[src/rtl/fios_res_pkg.sv]
// Shared types for the FIOS result collector: word width, word type and FSM states.
package fios_res_pkg;

    localparam int WORD_W = 17;

    typedef logic [WORD_W-1:0] word_t;

    typedef enum logic [1:0] {
        IDLE    = 2'd0,
        COLLECT = 2'd1,
        SUB     = 2'd2,
        OUT     = 2'd3
    } state_t;

endpackage

[src/rtl/fios_word_sub.sv]
// Single 17-bit subtract-with-borrow slice (d = a - b - bin); only built with FIOS_RES_FINAL_SUB_EN.
`ifdef FIOS_RES_FINAL_SUB_EN
module fios_word_sub
    import fios_res_pkg::*;
(
    input  logic [WORD_W-1:0] a_i,
    input  logic [WORD_W-1:0] b_i,
    input  logic              bin_i,
    output logic [WORD_W-1:0] d_o,
    output logic              bout_o
);

    logic [WORD_W:0] diff_s;

    // One extra bit on the left catches the borrow out of the word.
    assign diff_s = {1'b0, a_i} - {1'b0, b_i} - {{WORD_W{1'b0}}, bin_i};
    assign d_o    = diff_s[WORD_W-1:0];
    assign bout_o = diff_s[WORD_W];

endmodule
`endif

[src/rtl/fios_res_collector.sv]
// Captures the multiplier's result words and streams them out LSW first over valid/ready.
// Macro FIOS_RES_FINAL_SUB_EN adds the serial final conditional subtraction of p.
module fios_res_collector
    import fios_res_pkg::*;
#(
    parameter int s = 8
) (
    input  logic              clock_i,
    input  logic              reset_i,
    input  logic              p_load_i,
    input  logic [WORD_W-1:0] p_word_i,
    input  logic              RES_push_i,
    input  logic [WORD_W-1:0] RES_i,
    input  logic              done_i,
    output logic              res_valid_o,
    output logic [WORD_W-1:0] res_word_o,
    output logic              res_last_o,
    input  logic              res_ready_i,
    output logic              busy_o,
    output logic              err_o
);

    localparam int PW = $clog2(s + 1);
    localparam int IW = (s > 1) ? $clog2(s) : 1;
    localparam logic [PW-1:0] S_CNT    = PW'(s);
    localparam logic [IW-1:0] LAST_IDX = IW'(s - 1);
`ifdef FIOS_RES_FINAL_SUB_EN
    localparam state_t AFTER_COLLECT = SUB;
`else
    localparam state_t AFTER_COLLECT = OUT;
`endif

    state_t        state_q, state_d;
    logic [PW-1:0] wr_ptr_q, wr_ptr_d;
    logic [IW-1:0] rd_ptr_q, rd_ptr_d;
    logic          busy_q;
    logic          err_q;
    word_t         res_mem [s];

    logic          push_ok_s;
    logic          done_go_s;
    logic [PW-1:0] cnt_at_done_s;
    logic          err_set_s;
    word_t         rd_word_s;

`ifdef FIOS_RES_FINAL_SUB_EN
    word_t         p_mem    [s];
    word_t         diff_mem [s];
    logic [IW-1:0] p_ptr_q, p_ptr_d;
    logic [IW-1:0] k_q, k_d;
    logic          borrow_q, borrow_d;
    logic          select_q, select_d;
    logic          p_we_s;
    logic          diff_we_s;
    word_t         sub_d_s;
    logic          sub_bout_s;
`else
    logic          unused_p_s;
    assign unused_p_s = ^{p_load_i, p_word_i};
`endif

    // Pushes are accepted in IDLE (into word 0) and in COLLECT while there is room.
    assign push_ok_s     = RES_push_i && ((state_q == IDLE) ||
                           ((state_q == COLLECT) && (wr_ptr_q != S_CNT)));
    assign done_go_s     = done_i && ((state_q == COLLECT) ||
                           ((state_q == IDLE) && RES_push_i));
    assign cnt_at_done_s = wr_ptr_q + (push_ok_s ? PW'(1) : PW'(0));
    assign err_set_s     = (RES_push_i && !push_ok_s) ||
                           (done_i && !done_go_s) ||
                           (done_go_s && (cnt_at_done_s != S_CNT));

`ifdef FIOS_RES_FINAL_SUB_EN
    assign p_we_s = p_load_i && (state_q == IDLE) && !RES_push_i;

    fios_word_sub u_word_sub (
        .a_i    (res_mem[k_q]),
        .b_i    (p_mem[k_q]),
        .bin_i  (borrow_q),
        .d_o    (sub_d_s),
        .bout_o (sub_bout_s)
    );
`endif

    // Next-state and pointer logic.
    always_comb begin
        state_d  = state_q;
        wr_ptr_d = push_ok_s ? (wr_ptr_q + PW'(1)) : wr_ptr_q;
        rd_ptr_d = rd_ptr_q;
`ifdef FIOS_RES_FINAL_SUB_EN
        k_d       = k_q;
        borrow_d  = borrow_q;
        select_d  = select_q;
        diff_we_s = 1'b0;
        p_ptr_d   = p_ptr_q;
        if (p_we_s) begin
            p_ptr_d = (p_ptr_q == LAST_IDX) ? IW'(0) : (p_ptr_q + IW'(1));
        end else begin
            p_ptr_d = p_ptr_q;
        end
`endif
        case (state_q)
            IDLE: begin
                if (done_go_s) begin
                    state_d = AFTER_COLLECT;
                end else if (RES_push_i) begin
                    state_d = COLLECT;
                end else begin
                    state_d = IDLE;
                end
            end
            COLLECT: begin
                if (done_i) begin
                    state_d = AFTER_COLLECT;
                end else begin
                    state_d = COLLECT;
                end
            end
`ifdef FIOS_RES_FINAL_SUB_EN
            SUB: begin
                diff_we_s = 1'b1;
                borrow_d  = sub_bout_s;
                if (k_q == LAST_IDX) begin
                    select_d = ~sub_bout_s;
                    k_d      = IW'(0);
                    state_d  = OUT;
                end else begin
                    k_d      = k_q + IW'(1);
                    state_d  = SUB;
                end
            end
`endif
            OUT: begin
                if (res_ready_i && (rd_ptr_q == LAST_IDX)) begin
                    state_d  = IDLE;
                    rd_ptr_d = IW'(0);
                    wr_ptr_d = PW'(0);
`ifdef FIOS_RES_FINAL_SUB_EN
                    borrow_d = 1'b0;
`endif
                end else if (res_ready_i) begin
                    rd_ptr_d = rd_ptr_q + IW'(1);
                end else begin
                    rd_ptr_d = rd_ptr_q;
                end
            end
            default: begin
                state_d = IDLE;
            end
        endcase
    end

    // Control registers with synchronous reset; busy tracks the state being entered.
    always_ff @(posedge clock_i) begin
        if (reset_i) begin
            state_q  <= IDLE;
            wr_ptr_q <= PW'(0);
            rd_ptr_q <= IW'(0);
            busy_q   <= 1'b0;
            err_q    <= 1'b0;
        end else begin
            state_q  <= state_d;
            wr_ptr_q <= wr_ptr_d;
            rd_ptr_q <= rd_ptr_d;
            busy_q   <= (state_d != IDLE);
            err_q    <= err_q | err_set_s;
        end
    end

    // Storage arrays are deliberately not reset.
    always_ff @(posedge clock_i) begin
        if (!reset_i && push_ok_s) begin
            res_mem[wr_ptr_q[IW-1:0]] <= RES_i;
        end
`ifdef FIOS_RES_FINAL_SUB_EN
        if (!reset_i && p_we_s) begin
            p_mem[p_ptr_q] <= p_word_i;
        end
        if (!reset_i && diff_we_s) begin
            diff_mem[k_q] <= sub_d_s;
        end
`endif
    end

`ifdef FIOS_RES_FINAL_SUB_EN
    // Subtraction sequencing registers.
    always_ff @(posedge clock_i) begin
        if (reset_i) begin
            p_ptr_q  <= IW'(0);
            k_q      <= IW'(0);
            borrow_q <= 1'b0;
            select_q <= 1'b0;
        end else begin
            p_ptr_q  <= p_ptr_d;
            k_q      <= k_d;
            borrow_q <= borrow_d;
            select_q <= select_d;
        end
    end

    assign rd_word_s = select_q ? diff_mem[rd_ptr_q] : res_mem[rd_ptr_q];
`else
    assign rd_word_s = res_mem[rd_ptr_q];
`endif

    assign res_valid_o = (state_q == OUT);
    assign res_last_o  = res_valid_o && (rd_ptr_q == LAST_IDX);
    assign res_word_o  = res_valid_o ? rd_word_s : '0;
    assign busy_o      = busy_q;
    assign err_o       = err_q;

endmodule

[config.mk]
export PLATFORM = sky130hd
export DESIGN_NAME = fios_res_collector
export DESIGN_NICKNAME = d
export VERILOG_FILES = /design/src/rtl/fios_res_pkg.sv /design/src/rtl/fios_word_sub.sv /design/src/rtl/fios_res_collector.sv
export SDC_FILE = /design/constraint.sdc
export NUM_CORES = 1
export LEC_CHECK = 0
export BUFFER_PORTS_ARGS = -buffer_cell sky130_fd_sc_hd__clkbuf_2
export CORE_ASPECT_RATIO = 0.6
export CORE_UTILIZATION = 52
export DETAILED_ROUTE_END_ITERATION = 6
export PLACE_DENSITY = 0.79
export SYNTH_ARGS = -nofsm -noshare
export SYNTH_HDL_FRONTEND = slang
export SYNTH_SLANG_ARGS = --single-unit
[constraint.sdc]
create_clock -name clock_i -period 3.5 [get_ports clock_i]
set_clock_uncertainty 0.15 [all_clocks]
set_input_delay 1.05 -clock clock_i [delete_from_list [all_inputs] [get_ports clock_i]]
set_output_delay 1.05 -clock clock_i [all_outputs]
set_load 0.05 [all_outputs]
# Word-level counts from Yosys, hierarchy flattened
# Memories as Yosys holds them, arrays and structs flattened. A register that Yosys moved wholly into a read port is not among the register bits.
# Index checks and enable logic that the tools add are counted.
# word_totals
wordCells	52
reg_bits	11
inputBits	40
latchBits	0
n_memories	1
ramBits	136
out_inout_bits	21
mem_bits_ro	0
# mem_list
memory	words	word_bits	rd	rd_clocked_by_memory_dff	write_ports	line	text
res_mem	8	17	1	1	1	fios_res_collector.sv:38	word_t res_mem [s];
# op_classes
mul	0
n_reduce_logical	21
n_shift	0
n_lt_le_gt_ge	0
addsub	3
muxes	16
div_mod_pow	0
bitwise_logic	1
eq_ne	5
# ops
op	count
17-bit 2-to-1 mux	1
3-bit 2-to-1 mux	4
4-bit 2-to-1 mux	3
1-bit logical AND	10
4-bit inequality test, second input constant	2
2-bit 2-to-1 mux	3
2-bit case mux with 3 select lines	1
4-bit by 1-bit adder with 4-bit output	1
4-bit by 1-bit adder with 4-bit output, second input constant	1
1-bit logical OR	4
1-bit 2-to-1 mux	4
2-bit nonzero test	2
3-bit by 1-bit adder with 3-bit output, second input constant	1
3-bit equality test, second input constant	1
1-bit logical NOT	3
2-bit by 1-bit equality test with 1-bit output, second input constant	1
2-bit equality test, second input constant	1
2-bit logical NOT	1
2-bit AND reduction	1
1-bit bitwise OR	1

# Logic depth before layout (Yosys ltp)
# Gate-level depths: netlist of run 1.
# depth
ltp_word	10
depth_mapped	10

# Worst setup path after synthesis of run 1
# OpenSTA, ideal clock, no wires.
# synth_timing
path_kind	input to register
startpoint	input RES_push_i
endpoint	memory res_mem[6][0] (netlist name), enable pin
t_arrival_ns	2.897
cell_stages	4
path_buffers	0
slack_ns	0.037
required_time_ns	2.934
path_cell_list	and2b_1 and2_1 nand3b_1 nor3b_1
# synth_between
elab_chain_cells	4
# synth_rtl
item	line	text
start: declaration	fios_res_collector.sv:12	input logic RES_push_i,
1-bit logical AND	fios_res_collector.sv:63	assign push_ok_s = RES_push_i && ((state_q == IDLE) ||
1-bit logical AND	fios_res_collector.sv:171	if (!reset_i && push_ok_s) begin
1-bit 2-to-1 mux	fios_res_collector.sv:171	
1-bit 2-to-1 mux (not written as such)	fios_res_collector.sv:172	res_mem[wr_ptr_q[IW-1:0]] <= RES_i;
end: declaration	fios_res_collector.sv:38	
# Every way passes these cells.

==> results by group, run 1 <==
Die
  • Die area: 11700 um^2
  • Placeable Area: around 11000 um^2
  • Top Ports: 61
  • Die X: roughly 140 um
  • Starting density of the core: 0.545
  • Row count: 29
  • Die Y: 84.3 um

Flow run
  • Max Cap Viol: 0

Synthesis
  • Post-synth top cells: edfxtp_1, mux4_2, nor2_1
  • Mapped Nets: 341
  • Number of synthesized flops with an enable pin: around 140
  • Seq/Total Area, Yosys: 0.743
  • Post-Syn Instances: 295
  • Cell area after synthesis: 5880 um^2
  • Top-count cell post-synth: edfxtp_1
  • Yosys reg bits: 150
  • Cell variety after synth: 33
  • Synth area leader: edfxtp_1
  • Main synth FF type: edfxtp_1
  • Share of the synthesized area in the top cell type: 0.695
  • Syn Area/Cell: between 15 and 20 um^2
  • Ys Warns: 0
  • Cells taking the most area after synthesis: edfxtp_1, mux4_2, dfxtp_1, mux2i_1, nor2_1
  • Ys async rst share: 0

Critical path
  • Slowest-stage cell, CP: mux4_1
  • Crit path largest cell delay: 0.60 ns
  • CP startpoint kind: flop
  • Critical Path RT: approximately 2.3 ns
  • Worst path arrival time: 2.09 ns
  • Ordered list of cells on the worst path: buf_12, mux4_1, mux2i_1, nor2_1, clkbuf_2
  • Crit end category: primary output
  • Crit-path max FO: 34
  • Worst path top cell family by delay: multiplexers
  • Buf/Inv on CP: 2
  • Crit path kind: reg -> out

Finish
  • Finished Cell Area: 6910 um^2
  • Layout cells sized above 1: 0.335
  • Fillcell total: 708
  • Synth-to-Final Area Change: 17.6%
  • Layout Utilization: 0.641
  • ANT cells: 0
  • Nets: between 400 and 500

Clock network
  • Post-CTS Resized: 0
  • Worst-path clk slew: 0.06 ns
  • CTS tree: built
  • Clk buf depth: 2
  • # hold bufs at CTS: 0
  • CTS Buf Count: 17
  • TritonCTS Sinks: 150
  • Clock root buffer: clkbuf_16
  • Clk_lat worst skew: 0.41 ns
  • H-tree lvl count: 4
  • Post-CTS Setup Bufs: 0

Placement
  • DP Area: 6300 um^2
  • HPWL after DPL: 5740 um
  • GP Congestion: 0.803
  • Port Buf Inserts: 42

GRT
  • Initial antenna violation count: 0
  • Vias in the first global route: 2894
  • Tot GR Track Use: 0.192
  • Largest net degree at the start of global routing: 35
  • Grt total ovfl: 0
  • First-pass GRT wire length: 15900 um

Outcome
  • Status: finished with violations
  • Failing checks: DRC

Pwr
  • LEAKAGE: 2.33 nW
  • Psw: 0.000781 W
  • Comb pwr share: 0.038
  • Pwr Density: about 580 nW/um^2
  • Int Power: 0.00322 W
  • Sw Share: 0.195
  • Sequential power share: 0.499
  • VDD IR-drop max: 374 uV
  • Total power: 0.00400 W
  • Clock share of power: 0.463

STA
  • Hold_ws: between 0.3 and 0.4 ns
  • Slew @ Worst Pin: 0.489 ns
  • Sum Neg Setup Slack: 0 ns
  • Hold Vio Cnt, Final: 0
  • Tmin final: between 3 and 4 ns
  • Max Fclk: 304 MHz
  • Slew Limit Fails: 0
  • RSZ-0062 raised after global routing: no
  • Final period utilization: 0.939
  • # setup viols final: 0
  • Slew HR: 0.674

Routing
  • DRC viols: 4
  • Via/cell ratio: 5.54
  • DRT Pass-1 Iters: 7
  • DR WL/cell: between 15 and 20 um
  • DR vias: 2805
  • DRT iter0 DRCs: 167
  • Final ANT Viol Nets: 0
  • Overall routed net length: 10000 um

Worst hold path
  • Min-delay worst type: reg -> reg
cell usage in the layout (no fill, tap or decap), types with 2 or more instances in the layout:
| master | count |
|---|---|
| edfxtp_1 | 136 |
| clkbuf_2 | 42 |
| mux4_2 | 31 |
| nor2_1 | 30 |
| mux2i_1 | 19 |
| clkbuf_16 | 17 |
| dfxtp_1 | 13 |
| buf_4 | 10 |
| nand2_1 | 6 |
| a21oi_1 | 6 |
| ha_1 | 6 |
| inv_1 | 4 |
| nor3_2 | 4 |
| bufinv_16 | 4 |
| clkinv_4 | 4 |
| clkinv_2 | 4 |
| mux4_1 | 3 |
| xor2_1 | 3 |
| nor3b_2 | 2 |
| nand3_1 | 2 |
| o211ai_1 | 2 |
| nand2b_1 | 2 |
| buf_12 | 2 |
through the flow:
step,setup slack (ns),instances
after floorplan,0.0369,295
after global placement,0.623,475
after detailed placement,0.610,475
after CTS,0.159,506
after global routing,0.0774,506
final,0.213,506
state kept, by name, summed over array words and instances (netlist names), named ones only:
name / count
busy_o: 1
rd_ptr_q: 3
err_o: 1
state_q: 2
res_mem: 136
wr_ptr_q: 4
final timing paths:
check        depth (start not counted)   startpoint        endpoint  slack [ns]
min reg2reg                          2        err_o           err_o        0.39
max                                  5         flop  res_word_o[16]        0.21
min                                  2        err_o           err_o        0.39
max reg2reg                          7  wr_ptr_q[0]   res_mem[6][4]        0.95
power groups by stage:
stage,sequential (W),combinational [W],clock [W]
after floorplan,0.00204,0.0000895,0
after global placement,0.00203,0.000147,0
after detailed placement,0.00204,0.000153,0
after CTS,0.00200,0.000153,0.00189
after global routing,0.00200,0.000167,0.00196
final,0.00200,0.000151,0.00185
area by class of cell:
class	count	area (um^2)	area share
Sequential cell	150	4370	0.632
Multi-Input combinational cell	128	1420	0.205
Clock buffer	18	429	0.0621
Timing Repair Buffer	54	325	0.0471
Clock inverter	13	183	0.0264
Tap cell	139	174	0.0252
Inverter	4	15.0	0.00217
metal layers:
| metal | routed length, um | vias up | global-route usage |
|---|---|---|---|
| met2 | 4910 | 82 | 0.306 |
| li1 | - | 1312 | - |
| met5 | 0 | - | 0 |
| met3 | 775 | 10 | 0.0639 |
| met4 | 105 | 0 | 0.0808 |
| met1 | 4260 | 1401 | 0.245 |
cells by family (layout without fill, tap and decap cells):
kind of cell             count (synthesis)  count (layout)  share of synthesized area
adder cells (fa/ha/maj)                  6               6                     0.0128
AO/OA/AOI/OAI                           12              12                     0.0124
multiplexers                            53              53                      0.165
AND/OR/NAND/NOR                         54              54                     0.0424
buffers and inverters                   17              89                     0.0207
XOR/XNOR                                 3               3                    0.00447
flip-flops                             150             150                      0.743
tightest hold or removal path: cells and delay by family, from the launching register on:
family / cells / cell delay [ns]
flip-flops: 1 / 0.31
AO/OA/AOI/OAI: 2 / 0.18
(Power assumes the default switching activity.)
==> inputs of run 2 (changes only) <==
Settings changed: CORE_UTILIZATION 52 to 60, PLACE_DENSITY 0.79 to 0.85.
Clock period 3.5 ns to 3.87 ns, I/O delays scaled along.
==> run 2 against run 1 <==
  * Sequential share of layout area decreased by 1.0 points
  * Final area increased by 1.7%
  * Clock power increased by 10%
  * First-iteration DRC count increased by 40%
  * Clock-buffer cell count unchanged
  * Global-route usage increased by 5.9 points
  * Largest cell class unchanged
  * Highest routed layer unchanged
  * The flow now finishes without violations
  * Core utilization increased by 11 points
==> results by group, run 2 (synthesis gave the netlist of run 1 again) <==
Outcome
  • Status: finished clean

Pwr
  • Psw: 0.000741 W (-5.0%)
  • Clock share of power: 0.511 (+0.048)
  • Int Power: 0.00324 W (+0.67%)
  • LEAKAGE: 2.40 nW (+3.2%)
  • Pwr Density: 567 nW/um^2 (-2.1%)
  • Sequential power share: 0.454 (-0.045)
  • VDD IR-drop max: 438 uV (+17%)
  • Sw Share: 0.186 (-0.00897)
  • Comb pwr share: 0.035 (-0.003)

Routing
  • Overall routed net length: 11400 um (+13%)
  • DRC viols: 0 (-4)
  • Via/cell ratio: 5.96 (+7.5%)
  • DRT Pass-1 Iters: 4 (-3)
  • DR WL/cell: 22.7 um (+14%)
  • Final ANT Viol Nets: 0 (unchanged)
  • DR vias: 2992 (+6.7%)
  • DRT iter0 DRCs: 234 (+40%)

Flow run
  • Max Cap Viol: 0 (unchanged)

Critical path
  • Crit-path max FO: 16 (-53%)
  • CP startpoint kind: flop
  • R2R setup slack: 1.27 ns (+0.32 ns)
  • Worst path top cell family by delay: multiplexers
  • Worst R2R End: res_mem[4][15]
  • Slowest-stage cell, CP: dfxtp_4
  • Crit path kind: reg -> out
  • Crit path largest cell delay: 0.55 ns (-0.05 ns)
  • R2R depth: 7 (unchanged)
  • Crit end category: primary output
  • Ordered list of cells on the worst path: buf_4, mux4_2, mux2i_1, nor2_1, clkbuf_2
  • Worst reg2reg path startpoint: wr_ptr_q[0]
  • Worst path arrival time: 2.26 ns (+0.17 ns)
  • Buf/Inv on CP: 2 (unchanged)
  • Critical Path RT: 2.56 ns (+0.26 ns)

Finish
  • Fillcell total: 520 (-27%)
  • Fin cells: 502 (-0.79%)
  • Max FFs per register: 136 (unchanged)
  • Layout cells sized above 1: 0.341 (+0.00625)
  • ANT cells: 0 (unchanged)
  • Layout Utilization: 0.754 (+0.112)
  • Nets: 405 (+1.0%)
  • Most frequent cells in the layout: edfxtp_1, clkbuf_2, mux4_2, nor2_1, mux2i_1
  • Synth-to-Final Area Change: 19.6%
  • Most common cell after layout, fill and taps aside: edfxtp_1

Worst hold path
  • Min-delay worst type: reg -> reg
  • HP Start: err_o
  • Min-Delay Endpoint: err_o
  • WHS Path Cells: 2 (unchanged)

Clock network
  • Worst-path clk slew: 0.06 ns (about the same)
  • Clk buf depth: 2 (unchanged)
  • H-tree lvl count: 4 (unchanged)
  • Clock root buffer: clkbuf_16
  • CTS Buf Count: 17 (unchanged)
  • CTS tree: built
  • Clk_lat worst skew: 0.42 ns (about the same)
  • # hold bufs at CTS: 0 (unchanged)
  • TritonCTS Sinks: 150 (unchanged)

STA
  • Tmin final: about 3.6 ns
  • Final period utilization: 0.922
  • Hold Vio Cnt, Final: 0 (unchanged)
  • Slew HR: 0.453 (-0.221)
  • Hold_ws: 0.397 ns (+0.0122 ns)
  • RSZ-0062 raised after global routing: no
  • Slew @ Worst Pin: 0.819 ns (+0.330 ns)
  • Slew Limit Fails: 0 (unchanged)
  • Sum Neg Setup Slack: 0 ns (unchanged)
  • # setup viols final: 0 (unchanged)
  • Setup ws final: 0.302 ns (+0.0891 ns)
  • Max Fclk: 280 MHz

Die
  • Die X: 130 um (-6.8%)
  • Die area: 10200 um^2 (-13%)
  • Top Ports: 61 (unchanged)
  • Placeable Area: 9320 um^2 (-13%)
  • Row count: 27 (-6.9%)
  • Starting density of the core: 0.630 (+0.0849)
  • Die Y: 78.7 um (-6.7%)

GRT
  • Tot GR Track Use: 0.251 (+0.0588)
  • Vias in the first global route: 3134 (+8.3%)
  • Grt total ovfl: 0 (unchanged)
  • Largest net degree at the start of global routing: 35 (unchanged)
  • Initial antenna violation count: 0 (unchanged)
  • First-pass GRT wire length: 17200 um (+8.0%)

Placement
  • HPWL after DPL: 6220 um (+8.2%)
  • Port Buf Inserts: 42 (unchanged)
  • GP Congestion: 0.808 (+0.69%)
  • Dpl cells: 470 (-1.1%)
  • Pre-CTS setup slack: 0.580 ns (-0.0301 ns)
==> run 2: changes by cell type in the layout (fill, tap and decap cells not counted), moves of 2 or more <==
cell	before	now
buf_12	2	0
buf_4	10	16
clkinv_2	4	2
clkinv_4	4	1
bufinv_16	4	9
==> run 2: how the worst max path moves through the flow <==
stage / from / end / slack (ns) / depth (start not counted)
CTS: flop / res_word_o[16] / 0.07 / 5
finish: flop / res_word_o[16] / 0.30 / 5
global route: flop / res_word_o[16] / 0.17 / 5
floorplan: RES_push_i / res_mem[6][0] / 0.30 / 4
global placement: flop / res_word_o[6] / 0.58 / 5
detailed placement: flop / res_word_o[16] / 0.58 / 5
==> run 2: area by class of cell <==
type,instances,area [um^2],area share
multi-input combinational,128,1420,0.202
clock buffer,18,429,0.0611
tap,130,163,0.0231
clock inverter,14,302,0.0429
sequential,150,4370,0.622
timing repair buffer,58,330,0.0470
inverter,4,15.0,0.00214
==> run 2: metal layers <==
layer	share of wire	global-route usage	up-vias
met5	0	0	-
met4	0.012	0.0907	0
met3	0.057	0.0736	15
met2	0.51	0.411	125
met1	0.42	0.322	1533
li1	-	-	1319
==> run 2: power groups by stage <==
stage	combinational, W	sequential (W)	clock, W
6_report	0.000139	0.00181	0.00204
3_5_place_dp	0.000137	0.00184	0
4_1_cts	0.000140	0.00181	0.00206
2_1_floorplan	0.0000809	0.00184	0
5_1_grt	0.000150	0.00181	0.00212
3_3_place_gp	0.000130	0.00184	0
==> run 2: what timing repair did <==
item | in CTS | in global routing
buffers inserted | 0 | 0
setup endpoints to repair | 0 | 1
gates resized for setup | 0 | 1
==> run 2: metrics by stage <==
step / total power, W / instance area (um^2)
detailed placement: 0.00198 / 6290
CTS: 0.00401 / 7020
floorplan: 0.00192 / 5880
global route: 0.00408 / 7030
global placement: 0.00197 / 6290
finish: 0.00399 / 7030
==> run 2: tightest hold or removal path, delay by kind of cell, from the launching register on <==
kind               cells  cell delay, ns
DFF                    1            0.33
AOI/OAI and AO/OA      2            0.17
